==> config.mk <==
export PLATFORM = sky130hd
export DESIGN_NAME = instr_fetch_decode
export DESIGN_NICKNAME = d
export VERILOG_FILES = /design/src/rtl/instr_fetch_decode.sv
export SDC_FILE = /design/constraint.sdc
export NUM_CORES = 1
export LEC_CHECK = 0
export CAP_MARGIN = 20
export CORE_UTILIZATION = 30
export CTS_CLUSTER_DIAMETER = 60
export DETAILED_ROUTE_END_ITERATION = 8
export PLACE_DENSITY = 0.61
export SETUP_SLACK_MARGIN = 0.2
export SYNTH_ARGS = -nofsm -noshare
export SYNTH_HDL_FRONTEND = slang
export SYNTH_SLANG_ARGS = --single-unit
==> constraint.sdc <==
create_clock -name clk -period 6.25 [get_ports clk]
set_input_delay 1.25 -clock clk [delete_from_list [all_inputs] [get_ports clk]]
set_output_delay 1.25 -clock clk [all_outputs]
set_load 0.02 [all_outputs]
==> src/rtl/instr_fetch_decode.sv <==
// ---------------------------------------------------------------------------
// instr_fetch_decode
//
// Two-cycle fetch/issue front end. The FSM requests one instruction word,
// decodes it at the edge where the memory response arrives, presents the
// decoded controls for one issue cycle (held longer while stall=1), then
// advances the PC and fetches again. A HALT instruction parks the block
// until reset.
//
// Ports
//   clk                   sole clock, rising edge
//   rst                   asynchronous, active-high reset
//   imem_req              fetch request (FETCH state only)
//   imem_addr             word address of the requested instruction (= pc)
//   imem_valid            response strobe; ignored unless a fetch is pending
//   imem_rdata            fetched instruction word
//   stall                 downstream hold; extends the issue cycle
//   take_branch           branch outcome, sampled in the unstalled issue cycle
//   issue_valid           decoded controls valid this cycle
//   wr_en                 register write enable (unstalled issue cycle only)
//   ALUSrc1, ALUSrc2      ALU operand selects
//   rd0_addr, rd1_addr    register-file read addresses
//   wr_addr               register-file write address
//   ALUOp                 ALU operation code
//   alu_input2_instr_src  sign-extended immediate
//   pc                    address of the instruction being fetched/issued
//   halted                HALT instruction has retired
//
// States
//   FETCH | imem_req high, waiting for imem_valid
//   ISSUE | decoded controls presented; held while stall=1
//   HALT  | HALT retired; no further fetches until rst
// ---------------------------------------------------------------------------
module instr_fetch_decode #(
    parameter logic [15:0] RESET_PC = 16'h0000
) (
    input  logic        clk,
    input  logic        rst,
    output logic        imem_req,
    output logic [15:0] imem_addr,
    input  logic        imem_valid,
    input  logic [15:0] imem_rdata,
    input  logic        stall,
    input  logic        take_branch,
    output logic        issue_valid,
    output logic        wr_en,
    output logic        ALUSrc1,
    output logic        ALUSrc2,
    output logic [2:0]  rd0_addr,
    output logic [2:0]  rd1_addr,
    output logic [2:0]  wr_addr,
    output logic [3:0]  ALUOp,
    output logic [15:0] alu_input2_instr_src,
    output logic [15:0] pc,
    output logic        halted
);

    typedef enum logic [1:0] {
        FETCH = 2'd0,
        ISSUE = 2'd1,
        HALT  = 2'd2
    } state_t;

    state_t      state_q;
    state_t      state_next;
    logic [15:0] pc_q;
    logic [15:0] pc_next;
    logic        capture;

    // decoded fields of the incoming word
    logic [3:0]  op;
    logic [3:0]  d_alu_op;
    logic [2:0]  d_rd0;
    logic [2:0]  d_rd1;
    logic [2:0]  d_wr_addr;
    logic        d_src1;
    logic        d_src2;
    logic        d_wr_en;
    logic        d_branch;
    logic        d_halt;
    logic [15:0] d_imm;
    logic [15:0] sext_imm6;
    logic [15:0] sext_imm9;

    // registered decode
    logic [3:0]  alu_op_q;
    logic [2:0]  rd0_q;
    logic [2:0]  rd1_q;
    logic [2:0]  wr_addr_q;
    logic        src1_q;
    logic        src2_q;
    logic        wr_en_q;
    logic        branch_q;
    logic        halt_q;
    logic [15:0] imm_q;

    assign op        = imem_rdata[15:12];
    assign sext_imm6 = {{10{imem_rdata[5]}}, imem_rdata[5:0]};
    assign sext_imm9 = {{7{imem_rdata[8]}}, imem_rdata[8:0]};

    always_comb begin
        d_alu_op  = 4'h0;
        d_rd0     = 3'd0;
        d_rd1     = 3'd0;
        d_wr_addr = 3'd0;
        d_src1    = 1'b0;
        d_src2    = 1'b0;
        d_wr_en   = 1'b0;
        d_branch  = 1'b0;
        d_halt    = 1'b0;
        d_imm     = 16'h0000;
        unique case (op)
            4'h0, 4'h1, 4'h2, 4'h3, 4'h4, 4'h5, 4'h8: begin
                d_alu_op  = op;
                d_rd0     = imem_rdata[8:6];
                d_rd1     = imem_rdata[5:3];
                d_wr_addr = imem_rdata[11:9];
                d_wr_en   = 1'b1;
            end
            4'h9: begin
                d_rd0     = imem_rdata[8:6];
                d_wr_addr = imem_rdata[11:9];
                d_src2    = 1'b1;
                d_imm     = sext_imm6;
                d_wr_en   = 1'b1;
            end
            4'hA: begin
                d_src1    = 1'b1;
                d_src2    = 1'b1;
                d_imm     = sext_imm9;
                d_wr_addr = imem_rdata[11:9];
                d_wr_en   = 1'b1;
            end
            4'h6, 4'h7: begin
                d_alu_op  = op;
                d_rd0     = imem_rdata[8:6];
                d_imm     = sext_imm6;
                d_branch  = 1'b1;
            end
            4'hF: begin
                d_halt    = 1'b1;
            end
            default: begin
            end
        endcase
    end

    always_comb begin
        state_next = state_q;
        pc_next    = pc_q;
        capture    = 1'b0;
        unique case (state_q)
            FETCH: begin
                if (imem_valid) begin
                    capture    = 1'b1;
                    state_next = ISSUE;
                end
            end
            ISSUE: begin
                if (!stall) begin
                    if (halt_q) begin
                        state_next = HALT;
                    end else begin
                        state_next = FETCH;
                        // imm_q holds sext(imm6) for branches; 16-bit add wraps naturally
                        if (branch_q && take_branch) begin
                            pc_next = pc_q + 16'd1 + imm_q;
                        end else begin
                            pc_next = pc_q + 16'd1;
                        end
                    end
                end
            end
            HALT: begin
            end
            default: begin
                state_next = FETCH;
            end
        endcase
    end

    always_ff @(posedge clk or posedge rst) begin
        if (rst) begin
            state_q <= FETCH;
            pc_q    <= RESET_PC;
        end else begin
            state_q <= state_next;
            pc_q    <= pc_next;
        end
    end

    always_ff @(posedge clk or posedge rst) begin
        if (rst) begin
            alu_op_q  <= 4'h0;
            rd0_q     <= 3'd0;
            rd1_q     <= 3'd0;
            wr_addr_q <= 3'd0;
            src1_q    <= 1'b0;
            src2_q    <= 1'b0;
            wr_en_q   <= 1'b0;
            branch_q  <= 1'b0;
            halt_q    <= 1'b0;
            imm_q     <= 16'h0000;
        end else if (capture) begin
            alu_op_q  <= d_alu_op;
            rd0_q     <= d_rd0;
            rd1_q     <= d_rd1;
            wr_addr_q <= d_wr_addr;
            src1_q    <= d_src1;
            src2_q    <= d_src2;
            wr_en_q   <= d_wr_en;
            branch_q  <= d_branch;
            halt_q    <= d_halt;
            imm_q     <= d_imm;
        end
    end

    // imem_req is gated by rst so the request drops the moment reset asserts,
    // even though the state register already reads FETCH.
    assign imem_req             = (state_q == FETCH) && !rst;
    assign imem_addr            = pc_q;
    assign pc                   = pc_q;
    assign issue_valid          = (state_q == ISSUE);
    assign wr_en                = (state_q == ISSUE) && wr_en_q && !stall;
    assign halted               = (state_q == HALT);
    assign ALUSrc1              = src1_q;
    assign ALUSrc2              = src2_q;
    assign rd0_addr             = rd0_q;
    assign rd1_addr             = rd1_q;
    assign wr_addr              = wr_addr_q;
    assign ALUOp                = alu_op_q;
    assign alu_input2_instr_src = imm_q;

endmodule

==> results of run 1 <==
-- through the flow --
stage,worst slack (ns),util (%),hold WS [ns],cells
3_3_place_gp,2.22,38.6,0.457,589
3_5_place_dp,2.21,38.6,0.460,589
5_1_grt,2.11,39.9,0.515,597
2_1_floorplan,3.14,-,0.441,397
6_report,2.22,39.9,0.481,597
4_1_cts,2.21,39.9,0.488,597
-- worst max-delay path, cell delays in order --
cell	delay, ns
clkdlybuf4s50_1	0.45
nor3b_1	0.31
and2_1	0.17
clkdlybuf4s50_1	0.60
-- logic make-up (layout without fill, tap and decap cells) --
family / after synthesis / count (layout) / synth area share [%]
and+or+nand+nor: 153 / 153 / 22.3
AOI/OAI and AO/OA: 108 / 108 / 21.2
DFF: 45 / 45 / 33.9
xor gates and xnor gates: 26 / 26 / 6.86
buffers and inverters: 44 / 104 / 7.68
adders and majority gates: 21 / 21 / 8.14
-- state kept, by name, indices dropped and copies added, names as in the netlist, 2 cells and up --
name and cells:
imem_addr 16, alu_input2_instr_src 9, ALUOp 4, rd0_addr 3, rd1_addr 3, wr_addr 3, state_q 2
-- cell usage after synthesis (3+ instances only) --
master and instances:
and3_1 11, nand2b_1 7, ha_1 20, a21o_1 13, nand2_1 66, a22o_1 7
nor2_1 15, a21oi_1 24, xnor2_1 19, o21a_1 3, nand4_1 4, a31oi_1 5
xor2_1 7, nand3_1 24, nor3_1 7, o22ai_1 4, and2_1 5, clkbuf_1 12
dfrtp_1 45, inv_1 6, a211oi_1 4, o21ai_0 28, buf_4 23
-- area by class of cell --
| cell class | count | area [sq um] | share of cell area, % |
|---|---|---|---|
| clock inverter | 3 | 68.8 | 1.60 |
| clock buffer | 5 | 68.8 | 1.60 |
| inverter | 6 | 22.5 | 0.524 |
| sequential | 45 | 1130 | 26.2 |
| tap | 140 | 175 | 4.07 |
| multi-input combinational | 308 | 1950 | 45.3 |
| timing repair buffer | 90 | 893 | 20.8 |
-- layout by cell type, fill, tap and decap left out, types with 2 or more instances in the layout --
master,instances
a22o_1,7
buf_4,3
a21o_1,13
nor4_1,2
nor2_1,15
nand4_1,4
nand3_1,24
o22ai_1,4
nand2b_1,7
a22oi_1,2
a211o_1,2
and4_1,2
a2111oi_0,2
xor2_1,7
o221ai_1,2
a21oi_1,24
ha_1,20
xnor2_1,19
nor2b_1,2
nand2_1,66
a31oi_1,5
nor3_1,7
clkdlybuf4s50_1,87
clkbuf_8,5
and3_1,11
o21ai_0,28
o211a_1,2
o21a_1,3
dfrtp_1,45
inv_1,5
a211oi_1,4
bufinv_16,2
and2_1,5
-- layer usage --
layer,part of all wire (%),vias up,routed length [um]
li1,-,1521,-
met1,48,1410,3940
met2,46,77,3800
met3,5.1,10,424
met4,1.4,0,118
met5,0,-,0
-- worst max path at each step --
stage | start | cells past startpoint | endpoint | slack (ns)
floorplan | imem_addr[0] | 12 | imem_addr[15] | 3.14
global route | stall | 4 | wr_en | 2.11
global placement | stall | 4 | wr_en | 2.22
finish | stall | 4 | wr_en | 2.22
CTS | stall | 4 | wr_en | 2.21
detailed placement | stall | 4 | wr_en | 2.21
-- power by group --
group,total (mW),switching (mW),internal [mW]
combinational,0.970,0.513,0.456
sequential,0.490,0.121,0.370
clock,0.271,0.110,0.161
==> impl_results.md, run 1 <==
- # Max-Cap Violations: 0
- GR met1 Demand/Resource: a little over 20%
- Area growth from synthesis to layout: 29.5%
- Cells on worst reg2reg path: 12
- Initial antenna violation count: 0
- Final Net Count: 498
- Met3 GRT Util: 3.53%
- Antenna viol nets, final: 0
- Worst R2R Start: imem_addr[0]
- Post-synth top area cell: dfrtp_1
- Avg Cell Area, Syn: 8.37 sq um
- Unrepaired setup endpoints after global routing: false
- # setup viols final: 0
- CTS resizes: 0
- GRT Overall Usage: about 15%
- Insertion delay to the later sink of the worst-skew pair: between 0.3 and 0.4 ns
- Count of cell types in the netlist: about 50
- Setup crit start kind: primary input
- Routed Wire Length: just over 8000 um
- Max frequency: 248 MHz
- Largest net degree at the start of global routing: 46
- H-tree levels: 2
- Crit path DAT: 2.78 ns
- Syn Inst Count: 397
- Clock tree buffer depth: 2
- Fin. max-slew vios: 0
- Pre-antenna DRT Iters: 4
- Hold Path Cell Cnt: 1
- Period utilization: 64.5%
- Leak Pwr: 1.93 nW
- Design area: approximately 4300 sq um
- Synth warnings: 0
- CP endpoint kind: primary output
- Asr flop ratio synth: between 90% and 100%
- Share of the synthesized area in the top cell type: 33.9%
- Total number of vias: 3018
- Power Density: 402 nW/um^2
- Final Skew: 0.0120 ns
- Ports: 88
- Post-CTS setup buffers: 0
- Final Critical Period: 4.03 ns
- CTS buffer count: 5
- Die ar.: 11500 sq um
- Post-synth EDFFs: 0
- Slack of the worst reg-to-reg path: roughly 2.9 ns
- CORE AREA: 10800 sq um
- Req. time, crit path: approximately 5 ns
- Most used DFF post-synth: dfrtp_1
- Crit Path Class: in2out
- Iteration-0 DRC Markers: 109
- Synth Register Bits: 45
- Worst Path Max Fanout: 3
- CTS sink count: 45
- Relative slew margins: between 40% and 50%
- Total power: approximately 1.7 mW
- Met2 global-route usage: 24.8%
- GRT Max-Usage Layer: met2
- Die X: 107 um
- Syn_nets: 439
- Chip height: roughly 110 um
- Final antenna diode count: 0
- Placed Area: 4160 sq um
- Hold_buf cts: 0
- Worst-Margin Slew: 0.756 ns
- Rows: 38
- HP Start: wr_en_q
- Vias in the first global route: 2916
- Via density: 5.06
- Drc violations: 0
- Peak VDD IR: 146 uV
- First-pass GRT wire length: 13900 um
- Placer Congestion: 0.864
- TritonCTS clock tree: yes
- CTS clk-pin slew, worst paths: about 0.10 ns
- Hold Violations, Final: 0
- Post-DR wirelength/cell: 13.9 um
- Hold EP: wr_en_q
- Filler cells: 1110
- Root buf cell: clkbuf_8
- PortBufs: 87
- Status: finished, final reports clean
- GRT overflow: 0
- Worst reg2reg path endpoint: imem_addr[15]
- Initial Util: 30.8%
- Worst hold path type: reg2reg
- Largest cells by area after synthesis: dfrtp_1, ha_1, nand2_1
- TNS Setup: 0 ns
- DPL Wire Length: between 6000 and 7000 um
- Share of layout cells above drive strength 1: 3.50%
- Sequential share of the synthesized area: approximately a third
- Netlist Area Pre-Place: 3320 sq um
No activity file was read; power rests on OpenSTA's default activity.
==> inputs of run 2 (changes only) <==
==> constraint.sdc (replaced) <==
create_clock -name clk -period 3.8 [get_ports clk]
set_input_delay 0.76 -clock clk [delete_from_list [all_inputs] [get_ports clk]]
set_output_delay 0.76 -clock clk [all_outputs]
set_load 0.02 [all_outputs]
==> run 2 against run 1 <==
Sequential power is 65% higher. Highest routed layer unchanged. Design area is 0.23% higher. Sequential share of layout area hardly changed. Critical path type is now reg2reg.
==> impl_results.md, run 2 (same netlist as run 1, synthesis figures left out) <==
- CTS sink count: 45 (unchanged)
- Req. time, crit path: 4.03 ns (-0.97 ns)
- Via density: 5.19 (+2.6%)
- Worst-Margin Slew: 0.790 ns (+0.0338 ns)
- Status: finished, final reports clean
- Setup crit start kind: register
- Leak Pwr: 1.93 nW (+0.17%)
- Final Critical Period: 3.27 ns
- CORE AREA: 10800 sq um (unchanged)
- CP endpoint kind: register
- Iteration-0 DRC Markers: 150 (+38%)
- Vias in the first global route: 3109 (+6.6%)
- Initial antenna violation count: 0 (unchanged)
- # Max-Cap Violations: 0 (unchanged)
- Unrepaired setup endpoints after global routing: false
- TritonCTS clock tree: yes
- Die X: 107 um (unchanged)
- GR met1 Demand/Resource: 20.1% (about the same)
- Fin. max-slew vios: 0 (unchanged)
- Seq pwr share: 28.2% (about the same)
- Die ar.: 11500 sq um (unchanged)
- Commonest non-fill, non-tap cells in the layout: clkdlybuf4s50_1, nand2_1, dfrtp_1
- Insertion delay to the later sink of the worst-skew pair: 0.31 ns (about the same)
- First-pass GRT wire length: 14500 um (+4.2%)
- Crit path from: imem_addr[0]
- Initial Util: 30.8% (unchanged)
- Max frequency: 306 MHz
- Commonest non-fill, non-tap cell in the layout: clkdlybuf4s50_1
- Pre-antenna DRT Iters: 4 (unchanged)
- Root buf cell: clkbuf_8
- Combinational Power Share: 56.2% (+0.2 points)
- Post-DR wirelength/cell: 14.4 um (+3.5%)
- CTS clk-pin slew, worst paths: 0.10 ns (about the same)
- Final antenna diode count: 0 (unchanged)
- # setup viols final: 0 (unchanged)
- PortBufs: 87 (unchanged)
- Rows: 38 (unchanged)
- Largest register FFs: 16 (unchanged)
- Slack of the worst reg-to-reg path: 0.53 ns (-2.34 ns)
- Power Internal: 1.63 mW (+65%)
- Largest net degree at the start of global routing: 46 (unchanged)
- Peak VDD IR: 211 uV (+44%)
- Worst Path Max Fanout: 8 (+5)
- Met3 GRT Util: 3.16% (-0.36 points)
- Power Density: 666 nW/um^2 (+65%)
- Final Skew: 0.0119 ns (-0.000112 ns)
- Switching power: 1.24 mW (+67%)
- Sw Share: 43.3% (+0.29 points)
- TNS Setup: 0 ns (unchanged)
- GRT overflow: 0 (unchanged)
- Crit Path Class: reg2reg
- CTS buffer count: 5 (unchanged)
- Area growth from synthesis to layout: 29.8%
- Period utilization: 86.1%
- H-tree levels: 2 (unchanged)
- Drc violations: 0 (unchanged)
- Ports: 88 (unchanged)
- Antenna viol nets, final: 0 (unchanged)
- Worst hold path type: reg2reg
- DPL Wire Length: 6360 um (+2.7%)
- Relative slew margins: 47.3% (-2.3 points)
- Crit path DAT: 3.51 ns (+0.73 ns)
- Routed Wire Length: 8590 um (+3.7%)
- HP Start: wr_en_q
- Post-CTS setup buffers: 0 (unchanged)
- Cells on worst reg2reg path: 12 (unchanged)
- GRT Overall Usage: 15.6% (+0.40 points)
- Total power: 2.87 mW (+66%)
- Critical Path End: imem_addr[15]
- Clock tree buffer depth: 2 (unchanged)
- Share of layout cells above drive strength 1: 3.93% (+0.43 points)
- GRT Max-Usage Layer: met2
- Total number of vias: 3103 (+2.8%)
- Placer Congestion: 0.849 (-1.7%)
- Chip height: 107 um (unchanged)
- Worst R2R Start: imem_addr[0]
- Hold Violations, Final: 0 (unchanged)
- Worst reg2reg path endpoint: imem_addr[15]
- Met2 global-route usage: 26.1% (+1.3 points)
- Final Net Count: 499 (+0.20%)
- Clock Power Share: 15.7% (about the same)
==> run 2: cell types whose count changed in the layout (fill, tap and decap cells not counted), sizes merged <==
cell  before  now
buf        3    4
==> run 2: worst min-delay path by stage <==
stage / end / slack (ns) / cells past startpoint
finish: wr_en_q / 0.49 / 1
global route: wr_en_q / 0.51 / 1
CTS: wr_en_q / 0.49 / 1
detailed placement: wr_en_q / 0.47 / 1
global placement: rd1_addr[2] / 0.46 / 2
floorplan: wr_en_q / 0.44 / 1
==> run 2: final cells by class <==
class | count | area [sq um]
sequential | 45 | 1130
clock inverter | 3 | 68.8
tap | 140 | 175
clock buffer | 5 | 68.8
multi-input combinational | 308 | 1950
fill | 1094 | 6480
inverter | 6 | 22.5
timing repair buffer | 91 | 901
==> run 2: worst max-delay path: stages, from the launching register on <==
cell	delay, ns
dfrtp_2	0.44
ha_1	0.23
and2_1	0.16
and4_1	0.34
nand3_1	0.18
xnor2_1	0.17
ha_1	0.39
o21a_1	0.18
o211ai_1	0.10
a22o_1	0.26
or4_4	0.43
and2_4	0.17
o211ai_2	0.14
==> run 2: what timing repair did <==
item / in CTS / in global routing
gates resized for setup: 0 / 2
setup endpoints to repair: 0 / 1
hold buffers: 0 / 0
==> run 2: metrics by stage <==
step	hold WS (ns)	instances	instance area, sq um	util, %	worst slack, ns
floorplan	0.441	397	3320	-	0.694
global placement	0.456	590	4170	38.7	0.612
detailed placement	0.466	590	4170	38.7	0.509
CTS	0.490	598	4310	39.9	0.468
global route	0.513	598	4310	39.9	0.233
finish	0.487	598	4310	39.9	0.527
==> run 2: per-layer routing <==
metal	vias up	wire [um]
met3	17	392
met1	1484	4000
li1	1522	-
met2	80	4030
met4	0	167
met5	-	0
==> run 2: power by group through the flow <==
stage / Combinational, mW / Sequential (mW) / Clock (mW)
final: 1.61 / 0.808 / 0.449
after floorplan: 0.987 / 0.914 / 0
after detailed placement: 1.61 / 0.819 / 0
after global placement: 1.61 / 0.811 / 0
after CTS: 1.62 / 0.812 / 0.462
after global routing: 1.76 / 0.845 / 0.483
